**src/rtl/seven_seg_pkg.sv**
```systemverilog
`default_nettype none
// +--------------------------------------------------------------------------+
// | seven_seg_pkg: shared digit count, glyph patterns and blank-code limit.  |
// | Revision: 1.0                                                            |
// +--------------------------------------------------------------------------+
package seven_seg_pkg;

  localparam int NUM_DIGITS     = 4;
  localparam int BLANK_CODE_MIN = 16;

  // Active-high patterns, bit order {g,f,e,d,c,b,a}.
  localparam logic [6:0] GLYPH_0     = 7'h3F;
  localparam logic [6:0] GLYPH_1     = 7'h06;
  localparam logic [6:0] GLYPH_2     = 7'h5B;
  localparam logic [6:0] GLYPH_3     = 7'h4F;
  localparam logic [6:0] GLYPH_4     = 7'h66;
  localparam logic [6:0] GLYPH_5     = 7'h6D;
  localparam logic [6:0] GLYPH_6     = 7'h7D;
  localparam logic [6:0] GLYPH_7     = 7'h07;
  localparam logic [6:0] GLYPH_8     = 7'h7F;
  localparam logic [6:0] GLYPH_9     = 7'h6F;
  localparam logic [6:0] GLYPH_A     = 7'h77;
  localparam logic [6:0] GLYPH_B     = 7'h7C;
  localparam logic [6:0] GLYPH_C     = 7'h39;
  localparam logic [6:0] GLYPH_D     = 7'h5E;
  localparam logic [6:0] GLYPH_E     = 7'h79;
  localparam logic [6:0] GLYPH_F     = 7'h71;
  localparam logic [6:0] GLYPH_BLANK = 7'h00;

  function automatic logic [NUM_DIGITS-1:0] digit_onehot(input logic [1:0] idx);
    return NUM_DIGITS'(1) << idx;
  endfunction

endpackage
`default_nettype wire

```
**src/rtl/seven_seg_glyph_rom.sv**
```systemverilog
`default_nettype none
// +--------------------------------------------------------------------------+
// | seven_seg_glyph_rom: 5-bit digit code to active-high segment pattern.    |
// | Revision: 1.0                                                            |
// +--------------------------------------------------------------------------+
module seven_seg_glyph_rom
  import seven_seg_pkg::*;
(
  input  logic [4:0] i_code,
  output logic [6:0] o_pattern
);

  always_comb begin
    o_pattern = GLYPH_BLANK;
    if (i_code < 5'(BLANK_CODE_MIN)) begin
      case (i_code[3:0])
        4'h0:    o_pattern = GLYPH_0;
        4'h1:    o_pattern = GLYPH_1;
        4'h2:    o_pattern = GLYPH_2;
        4'h3:    o_pattern = GLYPH_3;
        4'h4:    o_pattern = GLYPH_4;
        4'h5:    o_pattern = GLYPH_5;
        4'h6:    o_pattern = GLYPH_6;
        4'h7:    o_pattern = GLYPH_7;
        4'h8:    o_pattern = GLYPH_8;
        4'h9:    o_pattern = GLYPH_9;
        4'hA:    o_pattern = GLYPH_A;
        4'hB:    o_pattern = GLYPH_B;
        4'hC:    o_pattern = GLYPH_C;
        4'hD:    o_pattern = GLYPH_D;
        4'hE:    o_pattern = GLYPH_E;
        default: o_pattern = GLYPH_F;
      endcase
    end
  end

endmodule
`default_nettype wire

```
**src/rtl/seven_seg_scan_driver.sv**
```systemverilog
`default_nettype none
// +--------------------------------------------------------------------------+
// | seven_seg_scan_driver: 4-digit multiplexed 7-segment driver with frame-  |
// | coherent capture, leading-zero blanking and per-digit decimal points.    |
// | Revision: 1.0                                                            |
// +--------------------------------------------------------------------------+
module seven_seg_scan_driver
  import seven_seg_pkg::*;
#(
  parameter int REFRESH_DIV    = 50000,
  parameter bit SEG_ACTIVE_LOW = 1'b1,
  parameter bit AN_ACTIVE_LOW  = 1'b1
) (
  input  logic       clk,
  input  logic       reset,
  input  logic       enable,
  input  logic       blank_lz,
  input  logic [3:0] dp_mask,
  input  logic [4:0] digit0,
  input  logic [4:0] digit1,
  input  logic [4:0] digit2,
  input  logic [4:0] digit3,
  output logic [3:0] an,
  output logic [6:0] seg,
  output logic       dp,
  output logic       frame_tick
);

  localparam int C_PRESC_W = (REFRESH_DIV > 1) ? $clog2(REFRESH_DIV) : 1;
  localparam int C_IDX_W   = $clog2(NUM_DIGITS);

  localparam logic [C_PRESC_W-1:0] C_PRESC_MAX = C_PRESC_W'(REFRESH_DIV - 1);
  localparam logic [C_PRESC_W-1:0] C_PRESC_ONE = C_PRESC_W'(1);
  localparam logic [C_IDX_W-1:0]   C_IDX_LAST  = C_IDX_W'(NUM_DIGITS - 1);
  localparam logic [C_IDX_W-1:0]   C_IDX_ONE   = C_IDX_W'(1);

  localparam logic [6:0]            C_SEG_OFF = SEG_ACTIVE_LOW ? 7'h7F : 7'h00;
  localparam logic                  C_DP_OFF  = SEG_ACTIVE_LOW;
  localparam logic [NUM_DIGITS-1:0] C_AN_OFF  = AN_ACTIVE_LOW ? '1 : '0;

  logic [C_PRESC_W-1:0]  r_presc;
  logic [C_IDX_W-1:0]    r_idx;
  logic [4:0]            r_shadow [NUM_DIGITS];
  logic                  r_load_pending;
  logic [NUM_DIGITS-1:0] r_an;
  logic [6:0]            r_seg;
  logic                  r_dp;
  logic                  r_frame_tick;

  logic [4:0]            w_digit [NUM_DIGITS];
  logic [NUM_DIGITS-1:1] w_is_zero;
  logic [NUM_DIGITS-1:0] w_lz_blank;
  logic                  w_lz_run;
  logic                  w_slot_tick;
  logic                  w_frame_start;
  logic [4:0]            w_code;
  logic [6:0]            w_rom_pattern;
  logic [6:0]            w_pattern;
  logic [NUM_DIGITS-1:0] w_an_onehot;

  assign w_digit[0] = digit0;
  assign w_digit[1] = digit1;
  assign w_digit[2] = digit2;
  assign w_digit[3] = digit3;

  assign w_slot_tick   = (r_presc == C_PRESC_MAX);
  assign w_frame_start = w_slot_tick && (r_idx == C_IDX_LAST);

  for (genvar k = 1; k < NUM_DIGITS; k++) begin : g_zero
    assign w_is_zero[k] = (r_shadow[k] == 5'd0);
  end

  // A digit blanks only while every more-significant digit is also zero.
  always_comb begin
    w_lz_blank = '0;
    w_lz_run   = blank_lz;
    for (int k = NUM_DIGITS - 1; k >= 1; k--) begin
      w_lz_run      = w_lz_run & w_is_zero[k];
      w_lz_blank[k] = w_lz_run;
    end
  end

  assign w_code      = r_shadow[r_idx];
  assign w_pattern   = w_lz_blank[r_idx] ? GLYPH_BLANK : w_rom_pattern;
  assign w_an_onehot = digit_onehot(r_idx);

  seven_seg_glyph_rom u_glyph_rom (
    .i_code    (w_code),
    .o_pattern (w_rom_pattern)
  );

  always_ff @(posedge clk) begin
    if (reset) begin
      r_presc        <= '0;
      r_idx          <= '0;
      r_load_pending <= 1'b1;
      r_an           <= C_AN_OFF;
      r_seg          <= C_SEG_OFF;
      r_dp           <= C_DP_OFF;
      r_frame_tick   <= 1'b0;
      for (int i = 0; i < NUM_DIGITS; i++) begin
        r_shadow[i] <= 5'd0;
      end
    end else if (!enable) begin
      // Shadow and load_pending are kept so the display resumes unchanged.
      r_presc      <= '0;
      r_idx        <= '0;
      r_an         <= C_AN_OFF;
      r_seg        <= C_SEG_OFF;
      r_dp         <= C_DP_OFF;
      r_frame_tick <= 1'b0;
    end else begin
      r_presc        <= w_slot_tick ? '0 : r_presc + C_PRESC_ONE;
      r_frame_tick   <= w_frame_start;
      r_load_pending <= 1'b0;
      if (w_slot_tick) begin
        r_idx <= r_idx + C_IDX_ONE;
      end
      if (w_frame_start || r_load_pending) begin
        for (int i = 0; i < NUM_DIGITS; i++) begin
          r_shadow[i] <= w_digit[i];
        end
      end
      r_an  <= AN_ACTIVE_LOW ? ~w_an_onehot : w_an_onehot;
      r_seg <= SEG_ACTIVE_LOW ? ~w_pattern : w_pattern;
      r_dp  <= SEG_ACTIVE_LOW ? ~dp_mask[r_idx] : dp_mask[r_idx];
    end
  end

  assign an         = r_an;
  assign seg        = r_seg;
  assign dp         = r_dp;
  assign frame_tick = r_frame_tick;

endmodule
`default_nettype wire

```
**config.mk**
```make
export PLATFORM = sky130hd
export DESIGN_NAME = seven_seg_scan_driver
export DESIGN_NICKNAME = d
export VERILOG_FILES = /design/src/rtl/seven_seg_pkg.sv /design/src/rtl/seven_seg_glyph_rom.sv /design/src/rtl/seven_seg_scan_driver.sv
export SDC_FILE = /design/constraint.sdc
export NUM_CORES = 1
export LEC_CHECK = 0
export CAP_MARGIN = 10
export CELL_PAD_IN_SITES_DETAIL_PLACEMENT = 1
export CELL_PAD_IN_SITES_GLOBAL_PLACEMENT = 2
export CORE_ASPECT_RATIO = 0.5
export CORE_MARGIN = 5
export CORE_UTILIZATION = 40
export CTS_CLUSTER_SIZE = 8
export DETAILED_ROUTE_END_ITERATION = 8
export DONT_BUFFER_PORTS = 1
export HOLD_SLACK_MARGIN = 0.06
export PLACE_DENSITY = 0.83
export SLEW_MARGIN = 10
export SYNTH_ARGS = -nofsm -noshare
export SYNTH_HDL_FRONTEND = slang
export SYNTH_SLANG_ARGS = --single-unit
export TNS_END_PERCENT = 100
```
**constraint.sdc**
```tcl
create_clock -name clk -period 6.1 [get_ports clk]
set_input_delay 0.61 -clock clk [delete_from_list [all_inputs] [get_ports clk]]
set_output_delay 0.61 -clock clk [all_outputs]
set_load 0.05 [all_outputs]
```
## After elaboration in Yosys (flattened, before gate mapping)

Memory sizes are Yosys's and may differ from the RTL's. A register that Yosys moved wholly into a read port is not among the register bits.
Cells that the tools add are included.
Widths: inputs -> output; s select.

- Add/sub/neg operators: 2
- $lt $le $gt $ge: 2
- Eq/ne operators: 2
- Shifts and indexed selects: 1
- Multiplexer cells: 18
- Bitwise logic cells: 11
- Reductions and logical operators: 7

Operator list:

| kind | count |
|---|---|
| $mux 5 | 4 |
| $add 16x1->16 const B | 1 |
| $eq 16x16->1 const B | 1 |
| $logic_not 5->1 | 3 |
| $mux 7 | 2 |
| $mux 1 | 8 |
| $not 7->7 | 1 |
| $lt 5x5->1 const B | 1 |
| $bmux 1 s2 | 2 |
| $mux 2 | 2 |
| $not 4->4 | 1 |
| $or 1x1->1 | 4 |
| $shl 1x2->4 const A | 1 |
| $and 1x1->1 | 3 |
| $lt 2x3->1 const B | 1 |
| $reduce_or 3->1 | 1 |
| $add 2x1->2 const B | 1 |
| $eq 2x2->1 const B | 1 |
| $not 1->1 | 2 |
| $reduce_or 2->1 | 1 |
| $logic_and 1x1->1 | 1 |
| $logic_or 1x1->1 | 1 |

- Register bits after elaboration: 32
- RAM bits: 20
- ROM bits: 112
- Input port bits: 28
- Memories kept: 2

Memories:

| memory | words | width | read ports | clocked after Yosys merged registers in | wr ports | RTL line | RTL |
|---|---|---|---|---|---|---|---|
| (no name shown) | 16 | 7 | 1 | 0 | 0 | seven_seg_glyph_rom.sv:16 | `case (i_code[3:0])` |
| r_shadow | 4 | 5 | 4 | 1 | 4 | seven_seg_scan_driver.sv:43 | `logic [4:0] r_shadow [NUM_DIGITS];` |

## Depth between registers and ports, before layout

An unclocked memory read counts as a cell.

- Word-level depth: 9
- Gate-level depth with buffers: 9

## Hierarchy

Synthesis repeated with hierarchy kept, for this count alone.

- Cell total of the unflattened synthesis: 225
- Area total of the unflattened synthesis: 2494.9 um2

By module, submodules not included:

| module | times used | cells each | area an instance (um2) | sequential area each (um2) |
|---|---|---|---|---|
| seven_seg_scan_driver | 1 | 190 | 2233.4 | 1281.2 |
| seven_seg_glyph_rom | 1 | 35 | 261.5 | 0.0 |

## Worst setup path after synthesis

No wires, ideal clock.

- Path kind: reg2reg
- Start: register r_presc[0]
- End: memory r_shadow[0][0] (enable)
- Setup time: 376 ps
- Arrival time: 1860 ps
- Data required time: 5724 ps
- Path slack: 3865 ps
- Stages on the path, launching flop included: 9
- Period minus slack after synthesis: 2235 ps
- Cells stage by stage: dfxtp_1 > ha_1 > and3_1 > buf_2 > and4_1 > clkbuf_2 > a21o_1 > buf_2 > a21o_1

RTL lines:

| item | RTL line | RTL |
|---|---|---|
| from (decl) | seven_seg_scan_driver.sv:41 | `logic [C_PRESC_W-1:0] r_presc;` |
| from (signal assigned) | seven_seg_scan_driver.sv:113 | `r_presc <= w_slot_tick ? '0 : r_presc + C_PRESC_ONE;` |
| to (decl) | seven_seg_scan_driver.sv:43 |  |

==> reports/qor.txt <==
Period minus WS final -> 2.640 ns
Total GRT Usage -> 13.79%
Gr ovfl total -> 0
Met3 WL post-DR -> 141 µm
Final Power -> 773.4 µW
Reg2Reg Depth -> 5
Cell Pwr Density -> 287.5 mW/mm²
WL final -> 5.129 mm
# nets final -> 257
Worst setup SP type -> register
DR iter-0 viols -> 26
Sequential area share after synthesis -> 51.64%
Crit. End Element -> register
Layout cell share with drive strength beyond 1 -> 8.219%
Hold buffer count at cts -> 0
Cts repair resizes -> 0
Status -> complete, no violations
Wirelength per Cell -> 16.71 µm
Area delta synth->final -> 8.422%
Post-placement cell area -> 0.002527 mm²
Hold Crit Class -> in -> reg
Final instance area -> 0.002690 mm²
Crit path cell chain -> ha_1, and3_1, and4_1, a21o_1, a21o_1
Via count -> 1,551
Die width -> 121.4 µm
Remaining DRCs -> 0
Delay-heaviest family, CP -> compound AO/OA/AOI/OAI gates
R2R Setup Slk -> 3.46 ns
Mapped Area -> 0.002481 mm²
Synth warn -> 0
Routability congestion estimate -> 0.7860
Most frequent cell after synthesis -> dfxtp_1
Setup_tns -> 0 ns
Top-area cell type share of the netlist area -> 27.43%
CP Class -> reg -> reg
DR top layer -> met4
Hold path depth -> 1
Rel. slew slack -> 50.84%
Wire length of the first global-routing pass -> 8.500 mm
CTS tree -> yes
Number of global-route vias before repair -> 1,692
Setup Skew -> 0.005363 ns
R2R Path Start -> r_presc[0]$_SDFF_PP0_
Via density -> 5.052
Die height -> 65.69 µm
DRT Pass-1 Iters -> 4
Period Utilization, post-route -> 43.28%
M1 WL -> 2.231 mm
Most common library cells after synthesis -> dfxtp_1 (34), nor2_1 (27), and3_1 (24)
CTS clk-pin slew, worst paths -> 0.06 ns
Max incr delay on CP -> 0.68 ns
Seq cells post-synth -> 54
Syn Area/Cell -> 11.18 µm²
Worst-path fanout max -> 21
Setup bufs post-CTS -> 0
Root buffer cell -> clkbuf_16
Number of port buffers -> 0
Fin cells -> 307
Async S/R FF share, synth -> 0%
Die Area -> 0.007973 mm²
Post-synthesis net count -> 261
Fmax -> 378.8 MHz
Placed insts -> 299
Slew of the pin with the lowest slew margin -> 0.7374 ns
Clk Latency, worst-skew pair -> 0.29 ns
Initial antenna violation count -> 0
H-tree depth -> 2
Req. time, crit path -> 6.02 ns
Leak Pwr -> 0.001033 µW
I/O Pins -> 41
Routed wl met2 -> 2.713 mm
Initial Utilization -> 40.97%
Yosys cell types -> 36
Syn Inst Count -> 222
Core Area -> 0.006056 mm²
WP data arrival -> 2.56 ns
Cts bufs inserted -> 5
Maximum number of pins on one net before global-route repair -> 27
Post-synth EDFFs -> 20
Ys flop type -> dfxtp_1
Most area-consuming cells after synthesis -> dfxtp_1 (27%), edfxtp_1 (24%), mux4_2 (6.4%), and3_1 (6.1%), ha_1 (5.5%)
Hold wc startpoint -> reset
Rows -> 20
CP most frequent cell -> a21o_1
VDD IR max -> 0.1035 mV
Routed Antenna Nets -> 0
Number of diodes -> 0
Slowest cell on crit path -> a21o_1
Max_cap viols -> 0
Destination of the worst hold path -> r_load_pending$_SDFFE_PP1P_
Leading area contributor after synthesis -> dfxtp_1
DP Wirelength -> 3.919 mm
Slew Limit Fails -> 0
CTS Buffer Depth -> 2
CTS sink cnt -> 54
Hold Vio Cnt, Final -> 0
RSZ-0062 raised after global routing -> false
Number of buffers and inverters on the critical path -> 0
Reg-to-reg endpoint -> r_shadow[2][3]$_SDFFCE_PN0P_
Setup-failing EPs final -> 0
## worst max-delay path by stage
stage                                     start                           end  depth (start not counted)
after floorplan           r_presc[0]$_SDFF_PP0_  r_shadow[0][0]$_SDFFCE_PN0P_                          8
after global placement    r_presc[0]$_SDFF_PP0_  r_shadow[0][0]$_SDFFCE_PN0P_                          5
after detailed placement  r_presc[0]$_SDFF_PP0_  r_shadow[0][0]$_SDFFCE_PN0P_                          5
after CTS                 r_presc[0]$_SDFF_PP0_  r_shadow[0][0]$_SDFFCE_PN0P_                          5
after global routing      r_presc[0]$_SDFF_PP0_  r_shadow[2][2]$_SDFFCE_PN0P_                          5
final                     r_presc[0]$_SDFF_PP0_  r_shadow[2][3]$_SDFFCE_PN0P_                          5
## cell usage in the layout, fill, tap and decap left out, types with 2 or more instances in the layout
| cell | n |
|---|---|
| dfxtp_1 | 34 |
| nor2_1 | 27 |
| and3_1 | 24 |
| edfxtp_1 | 20 |
| nand2_1 | 12 |
| ha_1 | 11 |
| inv_1 | 10 |
| nand3_1 | 9 |
| xor2_1 | 9 |
| mux4_2 | 7 |
| xnor2_1 | 6 |
| mux2i_1 | 5 |
| nand4_1 | 5 |
| clkbuf_16 | 5 |
| o211ai_1 | 4 |
| a21o_1 | 3 |
| nor2b_1 | 3 |
| nand2b_1 | 3 |
| nor4b_1 | 2 |
| and4_1 | 2 |
| nor3_1 | 2 |
| a21oi_1 | 2 |
| clkbuf_1 | 2 |
## stage by stage
step	worst slack, ns	hold WS [ns]	util [%]
after CTS	3.422	0.4076	44.42
after global placement	3.569	0.4433	41.74
after global routing	3.247	0.4119	44.42
after floorplan	3.865	0.4278	-
final	3.460	0.4130	44.42
after detailed placement	3.429	0.4589	41.74
## state kept, by name, indices dropped and copies added, names as in the netlist, named ones only
register,cells
r_shadow,20
r_presc,16
seg,7
an,4
r_idx,2
dp,1
frame_tick,1
r_load_pending,1
## cells by family (layout without fill, tap and decap cells)
family / after synthesis / in the layout / share of synthesized area [%]
AO/OA/AOI/OAI: 14 / 14 / 4.286
adder cells (fa/ha/maj): 11 / 11 / 5.547
AND/OR/NAND/NOR: 93 / 93 / 19.87
XOR/XNOR: 15 / 15 / 5.295
flip-flops: 54 / 54 / 51.64
multiplexers: 13 / 13 / 8.976
buffers and inverters: 22 / 19 / 4.387
## power by group
| group | switching, µW | leakage, µW | internal, µW |
|---|---|---|---|
| clock | 120 | 0.0000781 | 194 |
| combinational | 27.6 | 0.000463 | 20.0 |
| sequential | 21.5 | 0.000492 | 390 |
## layout make-up
type	count	area, µm²
Fill cell	674	3366
Sequential cell	54	1281
Multi-Input combinational cell	146	1091
Clock buffer	7	132.6
Tap cell	88	110.1
Inverter	10	37.54
Clock inverter	1	30.03
Timing Repair Buffer	1	7.507
## layer usage
| layer | GRT usage (%) | vias up |
|---|---|---|
| li1 | - | 773 |
| met1 | 15.75 | 755 |
| met2 | 25.91 | 16 |
| met3 | 3.611 | 7 |
| met4 | 3.352 | 0 |
| met5 | 0 | - |
Power figures use the tool's default switching activity.
